<file path="src/rtl/rr_arb_pkg.sv">
// Shared types and default sizing for the round-robin one-hot arbiter.
package rr_arb_pkg;

    typedef enum logic {
        IDLE = 1'b0,
        BUSY = 1'b1
    } arb_state_t;

    localparam int RR_NUM_REQ  = 16;
    localparam int RR_MAX_HOLD = 8;

endpackage

</file>
<file path="src/rtl/rr_pick.sv">
// Combinational rotate-search: first set request at or above ptr, wrapping to 0.
module rr_pick
    import rr_arb_pkg::*;
#(
    parameter int NUM_REQ   = RR_NUM_REQ,
    parameter int IDX_WIDTH = $clog2(NUM_REQ)
) (
    input  logic [NUM_REQ-1:0]   req,
    input  logic [IDX_WIDTH-1:0] ptr,
    output logic                 found,
    output logic [IDX_WIDTH-1:0] idx,
    output logic [NUM_REQ-1:0]   onehot
);

    always_comb begin
        int                   pos;
        logic [IDX_WIDTH-1:0] pos_idx;
        found   = 1'b0;
        idx     = '0;
        onehot  = '0;
        pos     = 0;
        pos_idx = '0;
        for (int off = 0; off < NUM_REQ; off++) begin
            // Wrap at NUM_REQ, not at 2**IDX_WIDTH, so non-power-of-two counts work.
            pos = int'(ptr) + off;
            if (pos >= NUM_REQ) begin
                pos = pos - NUM_REQ;
            end
            pos_idx = IDX_WIDTH'(pos);
            if (!found && req[pos_idx]) begin
                found           = 1'b1;
                idx             = pos_idx;
                onehot[pos_idx] = 1'b1;
            end
        end
    end

endmodule

</file>
<file path="src/rtl/rr_onehot_arbiter.sv">
// Round-robin arbiter with registered one-hot grant, binary index and hold-limit revoke.
// state | meaning
// IDLE  | no owner; pick next requester from ptr
// BUSY  | grant held until done, withdrawal or hold limit
module rr_onehot_arbiter
    import rr_arb_pkg::*;
#(
    parameter int NUM_REQ   = RR_NUM_REQ,
    parameter int IDX_WIDTH = $clog2(NUM_REQ),
    parameter int MAX_HOLD  = RR_MAX_HOLD,
    parameter int CNT_WIDTH = $clog2(MAX_HOLD + 1)
) (
    input  logic                 clk,
    input  logic                 reset,
    input  logic [NUM_REQ-1:0]   req,
    input  logic                 done,
    output logic [NUM_REQ-1:0]   gnt,
    output logic [IDX_WIDTH-1:0] gnt_idx,
    output logic                 gnt_valid,
    output logic                 timeout
);

    arb_state_t           r_state,     w_state_nxt;
    logic [NUM_REQ-1:0]   r_gnt,       w_gnt_nxt;
    logic [IDX_WIDTH-1:0] r_gnt_idx,   w_gnt_idx_nxt;
    logic [IDX_WIDTH-1:0] r_ptr,       w_ptr_nxt;
    logic [CNT_WIDTH-1:0] r_hold_cnt,  w_hold_cnt_nxt;
    logic                 r_gnt_valid, w_gnt_valid_nxt;
    logic                 r_timeout,   w_timeout_nxt;

    logic                 w_found;
    logic [IDX_WIDTH-1:0] w_pick_idx;
    logic [NUM_REQ-1:0]   w_pick_onehot;
    logic [IDX_WIDTH-1:0] w_ptr_wrap;

    rr_pick #(
        .NUM_REQ   (NUM_REQ),
        .IDX_WIDTH (IDX_WIDTH)
    ) u_pick (
        .req    (req),
        .ptr    (r_ptr),
        .found  (w_found),
        .idx    (w_pick_idx),
        .onehot (w_pick_onehot)
    );

    assign w_ptr_wrap = (r_gnt_idx == IDX_WIDTH'(NUM_REQ - 1)) ? '0
                                                              : r_gnt_idx + IDX_WIDTH'(1);

    always_comb begin
        w_state_nxt     = r_state;
        w_gnt_nxt       = r_gnt;
        w_gnt_idx_nxt   = r_gnt_idx;
        w_ptr_nxt       = r_ptr;
        w_hold_cnt_nxt  = r_hold_cnt;
        w_gnt_valid_nxt = r_gnt_valid;
        w_timeout_nxt   = 1'b0;

        case (r_state)
            IDLE: begin
                if (w_found) begin
                    w_gnt_nxt       = w_pick_onehot;
                    w_gnt_idx_nxt   = w_pick_idx;
                    w_gnt_valid_nxt = 1'b1;
                    w_hold_cnt_nxt  = CNT_WIDTH'(1);
                    w_state_nxt     = BUSY;
                end
            end
            BUSY: begin
                // done wins over the limit, so a same-cycle collision never flags timeout.
                if (done || !req[r_gnt_idx] || (r_hold_cnt == CNT_WIDTH'(MAX_HOLD))) begin
                    w_gnt_nxt       = '0;
                    w_gnt_valid_nxt = 1'b0;
                    w_hold_cnt_nxt  = '0;
                    w_ptr_nxt       = w_ptr_wrap;
                    w_state_nxt     = IDLE;
                    w_timeout_nxt   = !done && req[r_gnt_idx];
                end else begin
                    w_hold_cnt_nxt  = r_hold_cnt + CNT_WIDTH'(1);
                end
            end
            default: begin
                w_state_nxt = IDLE;
            end
        endcase
    end

    always_ff @(posedge clk or posedge reset) begin
        if (reset) begin
            r_state     <= IDLE;
            r_gnt       <= '0;
            r_gnt_idx   <= '0;
            r_ptr       <= '0;
            r_hold_cnt  <= '0;
            r_gnt_valid <= 1'b0;
            r_timeout   <= 1'b0;
        end else begin
            r_state     <= w_state_nxt;
            r_gnt       <= w_gnt_nxt;
            r_gnt_idx   <= w_gnt_idx_nxt;
            r_ptr       <= w_ptr_nxt;
            r_hold_cnt  <= w_hold_cnt_nxt;
            r_gnt_valid <= w_gnt_valid_nxt;
            r_timeout   <= w_timeout_nxt;
        end
    end

    assign gnt       = r_gnt;
    assign gnt_idx   = r_gnt_idx;
    assign gnt_valid = r_gnt_valid;
    assign timeout   = r_timeout;

endmodule
</file>
<file path="config.mk">
export PLATFORM = sky130hd
export DESIGN_NAME = rr_onehot_arbiter
export DESIGN_NICKNAME = d
export VERILOG_FILES = /design/src/rtl/rr_arb_pkg.sv /design/src/rtl/rr_pick.sv /design/src/rtl/rr_onehot_arbiter.sv
export SDC_FILE = /design/constraint.sdc
export NUM_CORES = 1
export LEC_CHECK = 0
export CORE_MARGIN = 2
export CORE_UTILIZATION = 55
export DETAILED_ROUTE_END_ITERATION = 12
export MAX_ROUTING_LAYER = met4
export PLACE_DENSITY = 0.84
export SYNTH_ARGS = -nofsm -noshare
export SYNTH_HDL_FRONTEND = slang
export SYNTH_SLANG_ARGS = --single-unit
export TNS_END_PERCENT = 5
</file>
<file path="constraint.sdc">
create_clock -name clk -period 15.34 [get_ports clk]
set_clock_uncertainty 0.2 [all_clocks]
set_input_delay 3.068 -clock clk [delete_from_list [all_inputs] [get_ports clk]]
set_output_delay 3.068 -clock clk [all_outputs]
set_load 0.01 [all_outputs]
</file>
==> impl_metrics.py, run 1 <==
metrics = {
    "synthesis": {
        "number_of_flip_flops_and_latches_in_the_synthesized_netlist": 31,
        "yosys_warnings": 0,
        "synth_edf_count": 0,
        "syn-cell-area_sq_um": 5700,
        "synth_cell_type_count": 80,
        "synthAdderAreaFrac_pct": 3.51,
        "seq_area_frac_synth_pct": 13.6,
        "post_synthesis_net_count": 793,
        "synth-main-ff-cell": "sky130_fd_sc_hd__dfrtp_1",
        "synth_simple_gate_area_share_pct": 30.9,
        "synth.mux.area_fraction_pct": 15.6,
        "compound_cell_area_share_of_the_yosys_netlist_pct": 28.0,
        "post_synth_xor_area_fraction_pct": 2.44,
        "combinational_family_with_the_most_area_after_synthesis": "simple AND/OR/NAND/NOR gates",
        "syn_area_per_cell_sq_um": 7.52,
        "postSynthCellCount": 758,
        "synth_async_sr_flop_share_pct": 100,
    },
    "cells_and_area": {
        "stdcell_area_sq_um": 6210,
        "fillCellCount": 921,
        "drive_above_1_share_pct": 9.43,
        "syn2layout_area_growth_pct": 9.09,
        "diodes": 0,
        "multi_input_comb_area_sq_um": 4620,
        "fin_nets": 787,
        "total_area_of_sequential_cells_sq_um": 776,
    },
    "drt": {
        "wl_per_cell_um": 28.0,
        "drt_wl_total_um": 24900,
        "highest-signal-layer": "met4",
        "detail_route.first_pass.iterations": 8,
        "wl_met3_um": 3720,
        "drcViolationCount": 0,
        "routed-wl-met2_um": 10300,
        "wl_met1_um": 8950,
        "post_drt_via_cell_ratio": 8.04,
        "postRouteAntennaNets": 0,
        "route.vias.total": 7148,
        "drtIter0Drc": 1221,
    },
    "worst_setup_path": {
        "start_kind": "input port",
        "crit_fanout": 16,
        "arrival_ns": 7.67,
        "timing.setup.critical_path_class": "input port to flop",
        "timing.rr.start": "r_ptr[1]",
        "timing.critical_path.from": "req[10]",
        "endpoint_kind": "flop",
        "r2r_cells": 13,
        "worstReg2RegEnd": "gnt[3]",
        "rrSetupSlack_ns": 8.69,
        "crit_required_ns": 15.35,
        "worst_setup_path_endpoint": "gnt[8]",
    },
    "grt": {
        "gr-usage-all-layers_pct": 45.3,
        "largest_net_degree_at_the_start_of_global_routing": 47,
        "initial_antenna_violation_count": 0,
        "global_route_wire_length_before_repair_um": 38400,
        "overflow": 0,
        "grt_pass1_vias": 6590,
    },
    "timing": {
        "setup-tns-final_ns": 0,
        "hold-worst-slack_ns": 0.292,
        "slew_viols_final": 5,
        "max_clk_rate_ghz": 0.130,
        "setup_viol": 0,
        "worstMarginPinSlew_ns": 1.54,
        "timing.final.crit_period_ns": 7.67,
        "worst_slew_margin_rel_pct": -3.41,
        "setup_repair_after_global_routing_missed_its_margin": "false",
        "finalCritPeriodShare_pct": 50.0,
        "timing_hold_violations_final": 0,
    },
    "clock_network": {
        "htree_num_levels": 2,
        "cts_root_buffer": "sky130_fd_sc_hd__clkbuf_8",
        "cts_buffer_depth": 2,
        "cts_hold_buf": 0,
        "clk_transition_reported_paths_ns": 0.07,
        "postCtsSetupBuffers": 0,
        "cts_tree": "built",
        "tritoncts_buffers": 5,
        "post_cts_resize_count": 0,
        "insertion_delay_to_the_later_sink_of_the_worst_skew_pair_ns": 0.29,
        "clock_sinks": 31,
    },
    "worst_hold_path": {
        "hold_class": "flop to flop",
    },
    "floorplanning": {
        "initial_core_utilization_pct": 55.9,
        "io_pins": 41,
        "core_region_area_sq_um": 10200,
        "die_area_sq_um": 11200,
        "num_rows": 37,
        "die_w_um": 106,
        "die_height_um": 106,
    },
    "status": {
        "violations": "max-capacitance violations, max-slew violations",
        "outcome": "finished with violations",
    },
    "run": {
        "drv_cap": 1,
    },
    "placement": {
        "weighted_congestion_at_the_end_of_routability_driven_global_placement": 1.10,
        "placed_area_sq_um": 6130,
        "port_buffers": 40,
        "dp.final_hpwl_um": 18000,
    },
}
[metal layers]
layer	global-route usage, %	up-vias
met5	-	-
met1	57.3	3278
li1	-	2974
met3	11.4	186
met4	25.3	0
met2	66.0	710
[worst max-delay path, stage by stage]
cell and delay (ns):
sky130_fd_sc_hd__clkdlybuf4s50_1 0.50, sky130_fd_sc_hd__mux4_1 0.61, sky130_fd_sc_hd__mux2i_1 0.57, sky130_fd_sc_hd__mux2i_1 0.20, sky130_fd_sc_hd__nor4_1 1.08, sky130_fd_sc_hd__and3b_1 0.32
sky130_fd_sc_hd__nand2_1 0.11, sky130_fd_sc_hd__o21ai_1 0.85, sky130_fd_sc_hd__nand2_1 0.12, sky130_fd_sc_hd__and3_1 0.17, sky130_fd_sc_hd__o21ai_0 0.06
[cells in the final DEF, fill, tap and decap left out, types with 11 or more instances in the layout]
master	count
sky130_fd_sc_hd__clkdlybuf4s50_1	40
sky130_fd_sc_hd__ha_1	14
sky130_fd_sc_hd__nor2_1	57
sky130_fd_sc_hd__mux4_2	22
sky130_fd_sc_hd__a32oi_1	11
sky130_fd_sc_hd__nor4_1	19
sky130_fd_sc_hd__dfrtp_1	31
sky130_fd_sc_hd__nor3_1	20
sky130_fd_sc_hd__buf_4	16
sky130_fd_sc_hd__a32o_1	11
sky130_fd_sc_hd__mux2i_1	30
sky130_fd_sc_hd__nand4_1	17
sky130_fd_sc_hd__a21oi_1	15
sky130_fd_sc_hd__a22o_1	17
sky130_fd_sc_hd__nand3_1	62
sky130_fd_sc_hd__nand2_1	101
sky130_fd_sc_hd__o21ai_0	32
sky130_fd_sc_hd__and3_1	20
sky130_fd_sc_hd__o22ai_1	14
[cell usage after synthesis (9+ instances only)]
cell                       instances  area (sq um)
sky130_fd_sc_hd__a21oi_1          15          75.1
sky130_fd_sc_hd__a221o_1           9          90.1
sky130_fd_sc_hd__a221oi_1         10          87.6
sky130_fd_sc_hd__a22o_1           17           149
sky130_fd_sc_hd__a32o_1           11           110
sky130_fd_sc_hd__a32oi_1          11          96.3
sky130_fd_sc_hd__and3_1           20           125
sky130_fd_sc_hd__clkbuf_1         57           214
sky130_fd_sc_hd__dfrtp_1          31           776
sky130_fd_sc_hd__ha_1             16           200
sky130_fd_sc_hd__inv_1            10          37.5
sky130_fd_sc_hd__mux2i_1          30           300
sky130_fd_sc_hd__mux4_2           22           495
sky130_fd_sc_hd__nand2_1         101           379
sky130_fd_sc_hd__nand3_1          62           310
sky130_fd_sc_hd__nand4_1          17           106
sky130_fd_sc_hd__nor2_1           57           214
sky130_fd_sc_hd__nor3_1           20           100
sky130_fd_sc_hd__nor4_1           21           131
sky130_fd_sc_hd__o21ai_0          32           160
sky130_fd_sc_hd__o22ai_1          14          87.6
sky130_fd_sc_hd__xnor2_1           9          78.8
[state kept, by name, indices dropped and copies added (netlist names)]
name / cells
gnt_valid: 1
timeout: 1
gnt: 16
gnt_idx: 4
r_state: 1
r_ptr: 4
r_hold_cnt: 4
[cells by family (layout without fill, tap and decap cells)]
logic type	Yosys count	after routing
compound gates	211	211
xor+xnor	15	15
fa+ha+maj	16	16
buf+inv	80	75
flops	31	31
mux	59	59
simple gates	346	346
[layout make-up]
class | instances | area share, %
inverter | 11 | 0.664
timing repair buffer | 56 | 8.38
clock buffer | 6 | 1.17
sequential | 31 | 12.5
clock inverter | 2 | 0.201
multi-input combinational | 647 | 74.4
tap | 136 | 2.74
[through the flow]
step                utilization [%]  std cells  setup slack (ns)
floorplan                         -        758              8.85
global placement               60.2        881              7.66
detailed placement             60.2        881              7.52
CTS                            61.0        889              7.80
global route                   61.0        889              7.34
finish                         61.0        889              7.67
[how the worst min path moves through the flow]
stage / start / to / slack (ns) / cells past startpoint
detailed placement: gnt[5] / gnt[5] / 0.28 / 2
global placement: r_hold_cnt[3] / r_hold_cnt[3] / 0.25 / 1
finish: gnt[5] / gnt[5] / 0.29 / 2
global route: gnt[10] / gnt[10] / 0.30 / 2
floorplan: r_hold_cnt[3] / r_hold_cnt[3] / 0.24 / 1
CTS: gnt[5] / gnt[5] / 0.29 / 2
Power of run 1 is not shown: default switching activity piles up to over one toggle a cycle in this logic, so the estimate is an artifact.
==> run 2: changes to the inputs <==
- clock period: 15.34 -> 7.9 ns (I/O delays scaled with it)
==> impl_metrics.py, run 2 (same netlist as run 1, synthesis figures left out) <==
metrics = {
    "cells_and_area": {
        "drive_above_1_share_pct": 10.3,
        "final_cell_count_no_fill": 895,
        "mostFrequentLayoutCells": "101 x sky130_fd_sc_hd__nand2_1, 62 x sky130_fd_sc_hd__nand3_1, 57 x sky130_fd_sc_hd__nor2_1",
        "largest_register_ff_count": 16,
        "fin_nets": 793,
        "diodes": 0,
        "mostFrequentLayoutCell": "sky130_fd_sc_hd__nand2_1",
        "syn2layout_area_growth_pct": 10.3,
        "fillCellCount": 929,
    },
    "clock_network": {
        "clk_transition_reported_paths_ns": 0.08,
        "cts_tree": "built",
        "cts_root_buffer": "sky130_fd_sc_hd__clkbuf_8",
        "tritoncts_buffers": 5,
        "clock_sinks": 31,
        "cts_hold_buf": 0,
        "htree_num_levels": 2,
        "cts_buffer_depth": 2,
        "post_cts_resize_count": 0,
        "postCtsSetupBuffers": 0,
        "insertion_delay_to_the_later_sink_of_the_worst_skew_pair_ns": 0.30,
    },
    "placement": {
        "port_buffers": 40,
        "placed_cells": 886,
        "weighted_congestion_at_the_end_of_routability_driven_global_placement": 1.18,
        "dp.final_hpwl_um": 17800,
    },
    "worst_setup_path": {
        "arrival_ns": 6.15,
        "crit_fanout": 13,
        "crit_required_ns": 7.85,
        "endpoint_kind": "flop",
        "timing.rr.start": "r_ptr[1]",
        "timing.critical_path.from": "req[10]",
        "start_kind": "input port",
        "timing.setup.critical_path_class": "input port to flop",
    },
    "worst_hold_path": {
        "hold_class": "flop to flop",
        "holdCritStartpoint": "r_hold_cnt[3]",
    },
    "floorplanning": {
        "core_region_area_sq_um": 10200,
        "die_height_um": 106,
        "num_rows": 37,
        "initial_core_utilization_pct": 55.9,
        "die_area_sq_um": 11200,
        "io_pins": 41,
        "die_w_um": 106,
    },
    "grt": {
        "global_route_wire_length_before_repair_um": 38100,
        "gr-usage-all-layers_pct": 45.3,
        "initial_antenna_violation_count": 0,
        "overflow": 0,
        "largest_net_degree_at_the_start_of_global_routing": 47,
        "grt_pass1_vias": 6740,
    },
    "status": {
        "outcome": "finished with violations",
        "violations": "design-rule violations",
    },
    "timing": {
        "setup_viol": 0,
        "timing_hold_violations_final": 0,
        "max_clk_rate_ghz": 0.161,
        "slew_viols_final": 0,
        "finalCritPeriodShare_pct": 78.5,
        "worst_slew_margin_rel_pct": 4.80,
        "timing.final.crit_period_ns": 6.20,
        "setup_repair_after_global_routing_missed_its_margin": "false",
        "worstMarginPinSlew_ns": 1.42,
        "setup-tns-final_ns": 0,
    },
    "drt": {
        "route.vias.total": 7377,
        "post_drt_via_cell_ratio": 8.24,
        "postRouteAntennaNets": 0,
        "drt_wl_total_um": 25300,
        "drtIter0Drc": 1428,
        "wl_per_cell_um": 28.2,
        "drcViolationCount": 1,
        "detail_route.first_pass.iterations": 13,
    },
    "run": {
        "drv_cap": 0,
    },
}
## run 2: cell count changes in the layout (fill, tap and decap cells not counted), sizes merged
cell      change
buf           +5
bufinv        +1
clkinv        +1
clkinvlp      -1
## run 2: path summary, 6_finish.rpt
path	to	slack [ns]	depth (start not counted)
max in group asynchronous	gnt[12]	5.12	2
hold reg to reg	r_hold_cnt[3]	0.29	1
min in group asynchronous	gnt[9]	1.68	2
setup / recovery	gnt[7]	1.70	10
hold / removal	r_hold_cnt[3]	0.29	1
setup reg to reg	gnt_idx[0]	1.84	13
## run 2: area by class of cell
cell class	instances	area [sq um]	area share [%]
multi-input cells	647	4620	73.5
flip-flops and latches	31	776	12.3
repair buffers	62	563	8.96
well taps	136	170	2.71
clock buffers	5	68.8	1.09
clock inverters	3	43.8	0.697
inverters	11	41.3	0.657
## run 2: worst max-delay path, cell delays in order
cell	delay, ns
sky130_fd_sc_hd__clkdlybuf4s50_1	0.49
sky130_fd_sc_hd__mux4_1	0.58
sky130_fd_sc_hd__mux2i_1	0.55
sky130_fd_sc_hd__mux2i_1	0.28
sky130_fd_sc_hd__nand3_1	0.58
sky130_fd_sc_hd__nor3_1	0.19
sky130_fd_sc_hd__a2111oi_0	1.13
sky130_fd_sc_hd__o211ai_1	0.36
sky130_fd_sc_hd__a221oi_1	0.32
sky130_fd_sc_hd__o21ai_1	0.09
## run 2: metal layers
| metal | wire length [um] | up-vias | global-route usage [%] |
|---|---|---|---|
| li1 | - | 2984 | - |
| met1 | 8610 | 3371 | 55.3 |
| met2 | 10500 | 788 | 66.0 |
| met3 | 4020 | 234 | 13.9 |
| met4 | 2120 | 0 | 26.2 |
| met5 | 0 | - | - |
## run 2: through the flow
stage	cell area [sq um]	worst slack (ns)	hold slack (ns)	util (%)
after floorplan	5700	2.75	0.238	-
after CTS	6280	1.85	0.286	61.7
after global placement	6170	1.62	0.254	60.6
final	6280	1.70	0.295	61.7
after global routing	6280	1.56	0.326	61.7
after detailed placement	6170	1.55	0.270	60.6
Power of run 2 is left out for the same reason.
